--- src/rtl/fx2_fifo_engine.sv ---
// fx2_fifo_engine: FX2 slave-FIFO protocol engine between EP2 OUT / EP6 IN and the channel fabric.
// Parses {rd, chan} plus 32-bit big-endian length headers, then streams the payload in either direction.
module fx2_fifo_engine #(
    parameter logic [1:0] OUT_EP_ADDR   = 2'b00,
    parameter logic [1:0] IN_EP_ADDR    = 2'b10,
    parameter int         PKT_SIZE_LOG2 = 9
) (
    input  logic       IFCLK,
    input  logic       RST,
    input  logic [7:0] FDI,
    output logic [7:0] FDO,
    output logic       FDS,
    output logic [1:0] ADDR,
    output logic       SLRD,
    output logic       SLWR,
    output logic       SLOE,
    output logic       PKTEND,
    input  logic       FLAGB,
    input  logic       FLAGC,
    output logic [6:0] chan_addr,
    output logic [7:0] h2f_data,
    output logic       h2f_valid,
    input  logic       h2f_ready,
    input  logic [7:0] f2h_data,
    input  logic       f2h_valid,
    output logic       f2h_ready
);
    typedef enum logic [3:0] {
        S_IDLE, S_LEN0, S_LEN1, S_LEN2, S_LEN3, S_WRITE, S_TURN, S_READ, S_PKTEND, S_END
    } state_t;

    state_t                   state_q, state_d;
    logic [31:0]              count_q, count_d;
    logic [6:0]               chan_q, chan_d;
    logic                     rd_q, rd_d;
    logic [PKT_SIZE_LOG2-1:0] sent_q, sent_d;
    logic [1:0]               addr_q, addr_d;
    logic                     act, hdr, is_wr, is_rd, is_pk, pop, wr_xfer, rd_xfer;

    assign act     = ~RST;
    assign hdr     = state_q inside {S_IDLE, S_LEN0, S_LEN1, S_LEN2, S_LEN3};
    assign is_wr   = state_q == S_WRITE;
    assign is_rd   = state_q == S_READ;
    assign is_pk   = state_q == S_PKTEND;
    assign pop     = hdr & FLAGC;
    assign wr_xfer = is_wr & FLAGC & h2f_ready;
    assign rd_xfer = is_rd & FLAGB & f2h_valid;

    // Strobes are gated by RST so a reset aborts the bus in the same cycle.
    assign ADDR      = RST ? OUT_EP_ADDR : addr_q;
    assign SLOE      = ~(act & (hdr | is_wr));
    assign SLRD      = ~(act & (hdr ? FLAGC : wr_xfer));
    assign SLWR      = ~(act & rd_xfer);
    assign PKTEND    = ~(act & is_pk);
    assign FDS       = act & (is_rd | is_pk);
    assign FDO       = (act & is_rd) ? f2h_data : 8'h00;
    assign h2f_data  = FDI;
    assign h2f_valid = act & is_wr & FLAGC;
    assign f2h_ready = act & is_rd & FLAGB;
    assign chan_addr = chan_q;

    always_comb begin
        state_d = state_q;
        count_d = count_q;
        chan_d  = chan_q;
        rd_d    = rd_q;
        sent_d  = sent_q;
        addr_d  = addr_q;
        case (state_q)
            S_IDLE: if (pop) begin
                chan_d  = FDI[6:0];
                rd_d    = FDI[7];
                state_d = S_LEN0;
            end
            S_LEN0: if (pop) begin
                count_d = {count_q[23:0], FDI};
                state_d = S_LEN1;
            end
            S_LEN1: if (pop) begin
                count_d = {count_q[23:0], FDI};
                state_d = S_LEN2;
            end
            S_LEN2: if (pop) begin
                count_d = {count_q[23:0], FDI};
                state_d = S_LEN3;
            end
            S_LEN3: if (pop) begin
                count_d = {count_q[23:0], FDI};
                state_d = (count_d == 32'd0) ? S_IDLE : rd_q ? S_TURN : S_WRITE;
            end
            S_WRITE: if (wr_xfer) begin
                count_d = count_q - 32'd1;
                state_d = (count_q == 32'd1) ? S_IDLE : S_WRITE;
            end
            S_TURN: begin
                addr_d  = IN_EP_ADDR;
                sent_d  = '0;
                state_d = S_READ;
            end
            S_READ: if (rd_xfer) begin
                count_d = count_q - 32'd1;
                sent_d  = sent_q + PKT_SIZE_LOG2'(1);
                // A non-zero residue means the final packet is short and must be committed.
                if (count_q == 32'd1) state_d = (sent_d != '0) ? S_PKTEND : S_END;
            end
            S_PKTEND: state_d = S_END;
            S_END: begin
                addr_d  = OUT_EP_ADDR;
                state_d = S_IDLE;
            end
            default: state_d = S_IDLE;
        endcase
    end

    always_ff @(posedge IFCLK) begin
        if (RST) begin
            state_q <= S_IDLE;
            count_q <= '0;
            chan_q  <= '0;
            rd_q    <= 1'b0;
            sent_q  <= '0;
            addr_q  <= OUT_EP_ADDR;
        end else begin
            state_q <= state_d;
            count_q <= count_d;
            chan_q  <= chan_d;
            rd_q    <= rd_d;
            sent_q  <= sent_d;
            addr_q  <= addr_d;
        end
    end
endmodule

--- config.mk ---
export PLATFORM = sky130hd
export DESIGN_NAME = fx2_fifo_engine
export DESIGN_NICKNAME = d
export VERILOG_FILES = /design/src/rtl/fx2_fifo_engine.sv
export SDC_FILE = /design/constraint.sdc
export NUM_CORES = 1
export LEC_CHECK = 0
export BUFFER_PORTS_ARGS = -buffer_cell sky130_fd_sc_hd__clkbuf_2
export CAP_MARGIN = 20
export CORE_UTILIZATION = 60
export CTS_BUF_LIST = sky130_fd_sc_hd__clkbuf_4
export DETAILED_ROUTE_END_ITERATION = 6
export PLACE_DENSITY = 0.83
export SLEW_MARGIN = 20
export SYNTH_ARGS = -nofsm -noshare
export SYNTH_HDL_FRONTEND = slang
export SYNTH_SLANG_ARGS = --single-unit
--- constraint.sdc ---
create_clock -name IFCLK -period 3.37 [get_ports IFCLK]
set_input_delay 0.674 -clock IFCLK [delete_from_list [all_inputs] [get_ports IFCLK]]
set_output_delay 0.674 -clock IFCLK [all_outputs]
set_load 0.03 [all_outputs]
==> run_results.csv <==
group,metric,value,unit
run,cap_viol_max_count,0,
grt,grt_pass1_vias,3282,
setup_path,startpoint_type,"flip-flop",
timing,worst_slew_pin_slew,640,ps
route,drtIter0Drc,336,
route,wl_per_cell,15.9,µm
worst_hold_path,min_path_type,"flip-flop to flip-flop",
layout,finalNetCount,539,
timing,slew_viol_final,0,
setup_path,r2r_cells,7,
synth,synthesis.nets,516,
synth,synth_area_leaders,"dfxtp_1, nor2_1, a21oi_1, o21ai_0, nand2_1",
synth,yosysUniqueCellTypes,67,
grt,overflow,0,
placement,gp_congestion,0.886,
setup_path,rrSetupSlack,990,ps
power_and_ir_drop,p_per_area,432,nW/µm²
die,core,5990,µm²
timing,fin_crit_sh,0.849,
setup_path,end_kind,"output port",
grt,grt_pass1_wl,15600,µm
synth,synth_most_common_cell,"dfxtp_1",
synth,seq_area_frac_synth,0.286,
die,fp.dieW,81.4,µm
clock_network,cts_tree,"built",
synth,synth_area_per_cell,7.72,µm²
clock_network,cts-resized-gates,0,
placement,portBuffers,52,
synth,syn_inst,490,
worst_hold_path,hold_start,"count_q[30]$_SDFFE_PP0P_",
clock_network,hold_buffers,0,
clock_network,cts_sinks,54,
clock_network,clkSlewWorstSetupHoldPaths,150,ps
grt,antenna_found_initial,0,
route,via_count,3778,
clock_network,htree_levels,2,
synth,yosysWarnings,0,
timing,final-setup-viol-count,0,
timing,min_period,2860,ps
power_and_ir_drop,max-vdd-ir-drop,0.000258,V
die,io_pins,54,
timing,fin_skew,31.7,ps
clock_network,post_cts_buffers,0,
timing,max_slew_margin,0.570,
synth,synth_area,3780,µm²
layout,n_fill_cell,535,
setup_path,cp_data_arrival_time,2190,ps
clock_network,cts_buffer_depth,2,
die,die_area,6630,µm²
worst_hold_path,hold-path-endpoint,"count_q[30]$_SDFFE_PP0P_",
synth,synth_edf_count,0,
synth,async_flop_share,0,
synth,yosys.area.top_type_share,0.286,
setup_path,cp_max_fo,20,
timing,rsz0062_at_grt,"no",
grt,grt_max_degree,45,
route,vias_per_cell,6.41,
route,drtPass1Iterations,5,
run_status,outcome,"finished, final reports clean",
clock_network,cts_buffers,5,
timing,max_freq,349,MHz
timing,tns,0,ps
synth,synth_flop_cell,"dfxtp_1",
setup_path,critPathKind,"flip-flop to output port",
setup_path,worstPathRequired,2700,ps
die,fp-row-count,28,
die,die-height,81.4,µm
setup_path,rr_startpoint,"count_q[0]$_SDFFE_PP0P_",
layout,diodes,0,
placement,place_area,3900,µm²
setup_path,r2r-end,"count_q[30]$_SDFFE_PP0P_",
layout,syn_to_final_growth,5.39,%
die,initial_core_util,0.631,
layout,design_area,3990,µm²
power_and_ir_drop,leakage,1.52,nW
synth,synth_top_cell_by_area,"dfxtp_1",
clock_network,cts_root_buf,"clkbuf_4",
worst_hold_path,min_path_cells,2,
route,drc,0,
route,drtAntennaViolNets,0,
clock_network,clk_latency,380,ps
synth,ys_ff_latch,54,
route,wl,9380,µm
grt,grt_use_total,0.296,
timing,hold_viol,0,
placement,hpwlAfterDp,6580,µm
layout,drive_above_1_share,0.173,
layout,finalNonFillerCells,589,
placement,place_inst,581,
synth,synthTopCellsByCount,"dfxtp_1, nor2_1, nand2_1",
-- metrics by stage --
stage | utilization | power [mW] | hold slack (ps) | setup WS (ps)
global route | 0.665 | 1.82 | 486 | 341
detailed placement | 0.652 | 1.34 | 477 | 922
floorplan | - | 1.24 | 447 | 644
global placement | 0.652 | 1.33 | 459 | 980
CTS | 0.665 | 1.72 | 496 | 513
finish | 0.665 | 1.72 | 494 | 507
-- where the power goes --
part | internal (mW) | switching, mW
logic | 0.208 | 0.398
registers | 0.675 | 0.0608
clock network | 0.174 | 0.205
total | 1.06 | 0.664
-- final cells by class --
type / instances / area [µm²] / share of cell area
multi-input combinational: 380 / 2360 / 0.593
sequential: 54 / 1080 / 0.271
timing repair buffer: 60 / 320 / 0.0804
tap: 75 / 93.8 / 0.0235
clock buffer: 7 / 52.6 / 0.0132
inverter: 12 / 45.0 / 0.0113
clock inverter: 1 / 30.0 / 0.00753
-- logic make-up (layout without fill, tap and decap cells) --
kind of cell | count (synthesis) | after routing | share of synthesized area
compound gates | 148 | 148 | 0.256
xor+xnor | 1 | 1 | 0.00232
buf+inv | 56 | 80 | 0.0893
flops | 54 | 54 | 0.286
other cells | 1 | 1 | 0.000991
simple gates | 215 | 215 | 0.323
mux | 11 | 11 | 0.0294
fa+ha+maj | 4 | 4 | 0.0132
-- per-layer routing --
| layer | up-vias | track usage | share of wire |
|---|---|---|---|
| met5 | - | 0 | 0 |
| met4 | 0 | 0.0893 | 0.015 |
| met3 | 19 | 0.0404 | 0.056 |
| met2 | 142 | 0.469 | 0.47 |
| met1 | 1754 | 0.413 | 0.46 |
| li1 | 1863 | - | - |
-- critical path, stage by stage (launching register included) --
cell and delay (ps):
dfxtp_1 700, nand4b_1 160, buf_4 200, or3_1 520
clkbuf_2 250
-- placed cells by master (no fill, tap or decap), drive strengths merged, types with 6 or more instances in the layout --
cell	synthesis	layout
nand2	37	37
nor4	12	12
clkbuf	15	59
buf	28	8
and2	16	16
mux2i	10	10
a31oi	11	11
nor2b	9	9
nand3	9	9
a211oi	9	9
dfxtp	54	54
nor2	54	54
inv	12	12
nand2b	9	9
nor3	19	19
nand4	15	15
a21oi	36	36
or4	6	6
o21ai	44	44
-- flip-flops by register name (all words and copies together), names as in the netlist --
signal     cells
count_q       32
sent_q         9
chan_addr      7
state_q        4
addr_q         1
rd_q           1
-- how the worst max path moves through the flow --
stage	start	endpoint	slack, ps	depth (start not counted)
2_1_floorplan	RST	h2f_valid	640	3
3_3_place_gp	state_q[0]$_SDFFE_PP0P_	SLWR	980	4
3_5_place_dp	state_q[0]$_SDFFE_PP0P_	SLWR	920	4
4_1_cts	state_q[0]$_SDFFE_PP0P_	SLWR	510	4
5_1_grt	state_q[0]$_SDFFE_PP0P_	SLWR	340	4
6_report	state_q[0]$_SDFFE_PP0P_	SLWR	510	4
(Power assumes the default switching activity.)
